## src/rtl/rom_reader_pkg.sv

```systemverilog
// Shared types and constants for the coefficient ROM read initiator.
package rom_reader_pkg;

    typedef enum logic [1:0] {
        IDLE,
        RUN,
        DRAIN
    } state_t;

    localparam int FIFO_DEPTH = 4;
    localparam int RD_LATENCY = 1;

endpackage

```

## src/rtl/rom_reader_sync_fifo.sv

```systemverilog
// Show-ahead synchronous FIFO with occupancy count.
// Storage is cleared on reset so the head reads zero after reset.
module sync_fifo #(
    parameter int WIDTH = 17,
    parameter int DEPTH = 4,
    parameter int CW    = $clog2(DEPTH + 1)
) (
    input  logic             clk_i,
    input  logic             rst_ni,
    input  logic             push_i,
    input  logic [WIDTH-1:0] wdata_i,
    input  logic             pop_i,
    output logic [WIDTH-1:0] rdata_o,
    output logic             valid_o,
    output logic [CW-1:0]    count_o
);

    localparam int AW = (DEPTH > 1) ? $clog2(DEPTH) : 1;
    localparam logic [AW-1:0] LAST_PTR = AW'(DEPTH - 1);

    logic [WIDTH-1:0] mem_q [DEPTH];
    logic [WIDTH-1:0] mem_d [DEPTH];
    logic [AW-1:0]    wr_ptr_q, wr_ptr_d;
    logic [AW-1:0]    rd_ptr_q, rd_ptr_d;
    logic [CW-1:0]    count_q, count_d;
    logic             do_push;
    logic             do_pop;

    assign valid_o = (count_q != '0);
    assign do_pop  = pop_i && valid_o;
    assign do_push = push_i && ((count_q != CW'(DEPTH)) || do_pop);
    assign rdata_o = mem_q[rd_ptr_q];
    assign count_o = count_q;

    always_comb begin
        mem_d    = mem_q;
        wr_ptr_d = wr_ptr_q;
        rd_ptr_d = rd_ptr_q;
        count_d  = count_q;
        if (do_push) begin
            mem_d[wr_ptr_q] = wdata_i;
            wr_ptr_d = (wr_ptr_q == LAST_PTR) ? '0 : wr_ptr_q + AW'(1);
        end
        if (do_pop) begin
            rd_ptr_d = (rd_ptr_q == LAST_PTR) ? '0 : rd_ptr_q + AW'(1);
        end
        unique case ({do_push, do_pop})
            2'b10:   count_d = count_q + CW'(1);
            2'b01:   count_d = count_q - CW'(1);
            default: count_d = count_q;
        endcase
    end

    always_ff @(posedge clk_i) begin
        if (!rst_ni) begin
            mem_q    <= '{default: '0};
            wr_ptr_q <= '0;
            rd_ptr_q <= '0;
            count_q  <= '0;
        end else begin
            mem_q    <= mem_d;
            wr_ptr_q <= wr_ptr_d;
            rd_ptr_q <= rd_ptr_d;
            count_q  <= count_d;
        end
    end

endmodule

```

## src/rtl/rom_reader.sv

```systemverilog
// Burst reader for the registered-output coefficient ROM.
// Streams LENGTH words from START_ADDR over valid/ready with a last flag.
module rom_reader
    import rom_reader_pkg::*;
#(
    parameter int DWIDTH     = 16,
    parameter int AWIDTH     = 9,
    parameter int LENGTH     = 512,
    parameter int START_ADDR = 0
) (
    input  logic              clk_i,
    input  logic              rst_ni,
    input  logic              start_i,
    output logic              busy_o,
    output logic              done_o,
    output logic [AWIDTH-1:0] rdaddr_o,
    input  logic [DWIDTH-1:0] rddata_i,
    output logic [DWIDTH-1:0] data_o,
    output logic              valid_o,
    input  logic              ready_i,
    output logic              last_o
);

    localparam int CNTW = $clog2(LENGTH + 1);
    localparam int FCW  = $clog2(FIFO_DEPTH + 1);
    localparam int OCW  = FCW + 1;
    localparam logic [AWIDTH-1:0] START    = AWIDTH'(START_ADDR);
    localparam logic [CNTW-1:0]   LAST_IDX = CNTW'(LENGTH - 1);

    state_t            state_q, state_d;
    logic [CNTW-1:0]   cnt_q, cnt_d;
    logic [AWIDTH-1:0] addr_q, addr_d;
    logic              rd_en_q, rd_en_d;
    logic              push_q, push_d;
    logic              push_last_q, push_last_d;
    logic              done_q, done_d;

    logic [DWIDTH:0]   head;
    logic              fifo_valid;
    logic [FCW-1:0]    fifo_count;
    logic [OCW-1:0]    occ;
    logic              room;
    logic              last_hs;

    sync_fifo #(
        .WIDTH (DWIDTH + 1),
        .DEPTH (FIFO_DEPTH)
    ) u_fifo (
        .clk_i   (clk_i),
        .rst_ni  (rst_ni),
        .push_i  (push_q),
        .wdata_i ({push_last_q, rddata_i}),
        .pop_i   (ready_i),
        .rdata_o (head),
        .valid_o (fifo_valid),
        .count_o (fifo_count)
    );

    // Buffered words plus reads still in the ROM pipeline must fit the FIFO.
    assign occ  = OCW'(fifo_count) + OCW'(rd_en_q) + OCW'(push_q);
    assign room = occ < OCW'(FIFO_DEPTH);
    assign last_hs = fifo_valid && ready_i && head[DWIDTH];

    assign valid_o  = fifo_valid;
    assign data_o   = head[DWIDTH-1:0];
    assign last_o   = fifo_valid && head[DWIDTH];
    assign busy_o   = (state_q != IDLE) || done_q;
    assign done_o   = done_q;
    assign rdaddr_o = addr_q;

    always_comb begin
        state_d     = state_q;
        cnt_d       = cnt_q;
        addr_d      = addr_q;
        rd_en_d     = 1'b0;
        done_d      = 1'b0;
        push_d      = rd_en_q;
        push_last_d = rd_en_q && (cnt_q == LAST_IDX);
        unique case (state_q)
            IDLE: begin
                if (start_i) begin
                    state_d = RUN;
                    cnt_d   = '0;
                    addr_d  = START;
                    rd_en_d = 1'b1;
                end
            end
            RUN: begin
                if (rd_en_q && (cnt_q == LAST_IDX)) begin
                    state_d = DRAIN;
                end else if (room) begin
                    rd_en_d = 1'b1;
                    cnt_d   = cnt_q + CNTW'(1);
                    addr_d  = addr_q + AWIDTH'(1);
                end
            end
            DRAIN: begin
                if (last_hs) begin
                    state_d = IDLE;
                    done_d  = 1'b1;
                end
            end
            default: state_d = IDLE;
        endcase
    end

    always_ff @(posedge clk_i) begin
        if (!rst_ni) begin
            state_q     <= IDLE;
            cnt_q       <= '0;
            addr_q      <= START;
            rd_en_q     <= 1'b0;
            push_q      <= 1'b0;
            push_last_q <= 1'b0;
            done_q      <= 1'b0;
        end else begin
            state_q     <= state_d;
            cnt_q       <= cnt_d;
            addr_q      <= addr_d;
            rd_en_q     <= rd_en_d;
            push_q      <= push_d;
            push_last_q <= push_last_d;
            done_q      <= done_d;
        end
    end

endmodule

```

## config.mk

```make
export PLATFORM = sky130hd
export DESIGN_NAME = rom_reader
export DESIGN_NICKNAME = d
export VERILOG_FILES = /design/src/rtl/rom_reader_pkg.sv /design/src/rtl/rom_reader_sync_fifo.sv /design/src/rtl/rom_reader.sv
export SDC_FILE = /design/constraint.sdc
export NUM_CORES = 1
export LEC_CHECK = 0
export CAP_MARGIN = 20
export CORE_MARGIN = 1.5
export CORE_UTILIZATION = 55
export CTS_CLUSTER_SIZE = 16
export DETAILED_ROUTE_END_ITERATION = 12
export PLACE_DENSITY = 0.9
export SLEW_MARGIN = 10
export SYNTH_ARGS = -nofsm -noshare
export SYNTH_HDL_FRONTEND = slang
export SYNTH_SLANG_ARGS = --single-unit
```

## constraint.sdc

```tcl
create_clock -name clk_i -period 2.8 [get_ports clk_i]
set_input_delay 0.56 -clock clk_i [delete_from_list [all_inputs] [get_ports clk_i]]
set_output_delay 0.56 -clock clk_i [all_outputs]
set_load 0.02 [all_outputs]
```

==> reports/results.env <==
SWITCHING_SHARE=0.299
FP.DIEAREA_UM2=8820
COMBPWRFRAC=0.194
CLK_PIN_SLEW_NS=0.10
ROOT_BUFFER_MASTER='sky130_fd_sc_hd__clkbuf_8'
FINAL_ANT_VIOL_NETS=0
SYNTH.NET_COUNT=481
TNS_NS=0
PATH_CLASS='reg -> out'
SYNTH_WARNINGS=0
WORSTSETUPSTARTPOINTTYPE='flip-flop'
WORST_IR_DROP_VDD_mV=0.320
TIMING.CRITICAL_PATH.TO_TYPE='output port'
WL_UM=9890
DRIVE_ABOVE_1_SHARE=0.113
CRIT_FAMILY='buffers and inverters'
FINAL.SETUP_SKEW_NS=0.0204
IO_BUFFERS=48
DRT_PRE_ANTENNA_ITERS=4
CLK_LATENCY_NS=0.37
NUMBER_OF_GLOBAL_ROUTE_VIAS_BEFORE_REPAIR=3553
AREAGROWTHSYNTHTOFINISH_PCT=17.9
ANTENNA_FOUND_INITIAL=0
P_SEQ_FRAC=0.503
MAXIMUM_NUMBER_OF_PINS_ON_ONE_NET_BEFORE_GLOBAL_ROUTE_REPAIR=81
SYNTH_CELLS=451
GRT_SETUP_UNREPAIRED='false'
TIMING.CRITICAL_PATH.SLOWEST_STAGE_CELL='sky130_fd_sc_hd__clkdlybuf4s50_1'
CRIT_CHAIN='buf_12, mux4_2, clkdlybuf4s50_1'
POST-DP-HPWL_UM=6770
STATUS='completed'
SHARE_CLK_OF_TOTAL_POWER=0.303
FINAL-SETUP-VIOL-COUNT=0
DR_TOTAL_VIAS=3556
POSTCTSHOLDBUFS=0
DETAILEDROUTE.FIRSTITERATIONVIOLATIONS=162
GRT_PASS1_WL_UM=16300
POSTSYNTHREGISTERBITS=100
POWER.SWITCHING_W=0.000908
SYNTH-MAIN-FF-CELL='sky130_fd_sc_hd__dfxtp_1'
SYN_AREA_PER_CELL_UM2=10.1
NET_TOTAL_IN_THE_FINAL_LAYOUT=529
SYNTH-SEQ-AREA-SHARE=0.440
CRITICAL_PATH_BUF_INV_COUNT=2
ACTUAL_SLEW_AT_THE_WORST_MAX_SLEW_PIN_NS=0.595
FINAL_COMMON_CELL='sky130_fd_sc_hd__dfxtp_1'
GRT_OVERFLOW=0
CLOCK_TREE.BUFFER_DEPTH=2
CRIT_REQUIRED_NS=2.24
ROUTED_WIRE_LENGTH_PER_INSTANCE_UM=16.3
TIMING.CRITICAL_PATH.ARRIVAL_NS=2.14
POST-ROUTE-MIN-PERIOD_NS=2.70
CRITPATHMAXSTAGEDELAY_NS=0.56
DRC=0
CTS_TREE='yes'
GR-USAGE-ALL-LAYERS=0.237
DESIGN.CORE.AREA_UM2=7850
HOLD_PATH.CLASS='reg -> reg'
VIA_PER_INST=5.87
CTS-HTREE-LEVELS=3
TIMING.FMAX_MHz=371
ASYNCSETRESETFLOPFRACSYNTH=0
PLACE_WORST_SETUP_SLACK_NS=-0.0671
DIE_HEIGHT_UM=93.9
NUMBER_OF_ENABLE_FLIP_FLOP_CELLS_AFTER_SYNTHESIS=0
SYNTH_AREA_UM2=4550
INITIAL_CORE_UTILIZATION=0.580
POST_CTS_BUFFERS=0
REG2REG_SETUP_SLACK_NS=0.42
DRV_CAP=0
REPORT.FINAL.SLEW_VIOL_COUNT=0
ROW_COUNT=32
ANTENNA_CELLS=0
SYNTH.DISTINCT_CELLS=45
PLACE.GP.CONGESTION=0.886
POWER.LEAKAGE_nW=2.43
PWR_DENS_nW_PER_UM2=566
CTS_MADE_BUFFERS=9
FIN_WS_NS=0.104
CRITICAL_PATH_PEAK_FANOUT=14
IO_PINS=49
REPORT.FINAL.HOLD_VIOL_COUNT=0
DIE_WIDTH_UM=93.9
CLOCK_SINKS=100
SLEW-LIMIT-HEADROOM=0.601
PERIOD_SHARE=0.963
LAYOUT.CELLS.MOST_COMMON_LIST='100 x sky130_fd_sc_hd__dfxtp_1, 80 x sky130_fd_sc_hd__nor2_1, 68 x sky130_fd_sc_hd__mux2i_1'
CELL_INTERNAL_PWR_W=0.00213
CTS_RESIZED=0
TOTAL_POWER_W=0.00304
==> cells in the mapped netlist (3+ instances only) <==
library cell,n,area share
sky130_fd_sc_hd__nand4_1,3,0.0041
sky130_fd_sc_hd__nand2b_1,4,0.0055
sky130_fd_sc_hd__mux2i_1,68,0.15
sky130_fd_sc_hd__clkbuf_1,15,0.012
sky130_fd_sc_hd__a31oi_1,15,0.021
sky130_fd_sc_hd__nor2_1,80,0.066
sky130_fd_sc_hd__and2_1,5,0.0069
sky130_fd_sc_hd__buf_8,4,0.013
sky130_fd_sc_hd__o31ai_1,3,0.0050
sky130_fd_sc_hd__o21ai_0,8,0.0088
sky130_fd_sc_hd__buf_4,4,0.0066
sky130_fd_sc_hd__nand3_1,17,0.019
sky130_fd_sc_hd__ha_1,9,0.025
sky130_fd_sc_hd__a21o_1,6,0.0099
sky130_fd_sc_hd__inv_1,9,0.0074
sky130_fd_sc_hd__mux4_2,17,0.084
sky130_fd_sc_hd__a21oi_1,14,0.015
sky130_fd_sc_hd__or3_1,4,0.0055
sky130_fd_sc_hd__dfxtp_1,100,0.44
sky130_fd_sc_hd__a211oi_1,3,0.0050
sky130_fd_sc_hd__nand3b_1,3,0.0050
sky130_fd_sc_hd__nand2_1,16,0.013
sky130_fd_sc_hd__nor3_1,6,0.0066
sky130_fd_sc_hd__and3_1,5,0.0069
sky130_fd_sc_hd__buf_2,4,0.0044
==> cells by family (layout without fill, tap and decap cells) <==
logic type,count (synthesis),count (layout),share of synthesized area
AOI/OAI and AO/OA,62,62,0.0900
xor gates and xnor gates,2,2,0.00385
adders and majority gates,10,10,0.0292
buffers and inverters,40,93,0.0490
DFF,100,100,0.440
muxes,85,85,0.234
and+or+nand+nor,152,152,0.154
==> final timing paths <==
kind,from,to,cells after the start
worst min-delay path,rdaddr_o[8],rdaddr_o[8],1
worst max-delay path,u_fifo.rd_ptr_q[0],data_o[10],3
worst max register to register,u_fifo.count_o[2],u_fifo.count_o[2],8
worst min register to register,rdaddr_o[8],rdaddr_o[8],1
==> power groups by stage <==
stage | registers (W) | logic (W) | clock network, W
finish | 0.00153 | 0.000589 | 0.000920
detailed placement | 0.00156 | 0.000587 | 0
global route | 0.00154 | 0.000644 | 0.000983
CTS | 0.00153 | 0.000594 | 0.000933
floorplan | 0.00154 | 0.000389 | 0
global placement | 0.00156 | 0.000569 | 0
==> sequential cells by signal, summed over array words and instances (netlist names) <==
register	cells
push_d	1
u_fifo.wr_ptr_q	2
state_q	2
u_fifo.mem_q	68
push_q	1
rdaddr_o	9
done_o	1
u_fifo.rd_ptr_q	2
push_last_q	1
cnt_q	10
u_fifo.count_o	3
==> through the flow <==
step	instance area (um2)	hold slack, ns	util	cells
5_1_grt	5360	0.511	0.684	606
4_1_cts	5360	0.479	0.684	606
3_5_place_dp	5160	0.461	0.658	590
6_report	5360	0.481	0.684	606
2_1_floorplan	4550	0.456	-	451
3_3_place_gp	5160	0.461	0.658	590
==> metal layers <==
layer | part of all wire | wire length [um] | vias to the layer above | track usage
met2 | 0.51 | 5080 | 112 | 0.417
met1 | 0.42 | 4150 | 1717 | 0.283
li1 | - | - | 1715 | -
met3 | 0.057 | 559 | 12 | 0.0607
met5 | 0 | 0 | - | 0
met4 | 0.011 | 107 | 0 | 0.0759
==> worst register-to-register path: stages, from the launching register on <==
cell and delay [ns]:
sky130_fd_sc_hd__dfxtp_1 0.48, sky130_fd_sc_hd__or4b_1 0.49, sky130_fd_sc_hd__nand2_1 0.11, sky130_fd_sc_hd__ha_1 0.17, sky130_fd_sc_hd__inv_1 0.05, sky130_fd_sc_hd__fa_1 0.37
sky130_fd_sc_hd__xor2_1 0.17, sky130_fd_sc_hd__or3_1 0.32, sky130_fd_sc_hd__a21oi_1 0.17
==> final cells by class <==
class	instances	area, um2
Clock buffer	10	138
Clock inverter	6	62.6
Fill cell	596	2480
Inverter	10	37.5
Multi-Input combinational cell	311	2320
Sequential cell	100	2000
Tap cell	102	128
Timing Repair Buffer	67	673
Power figures use the tool's default switching activity.
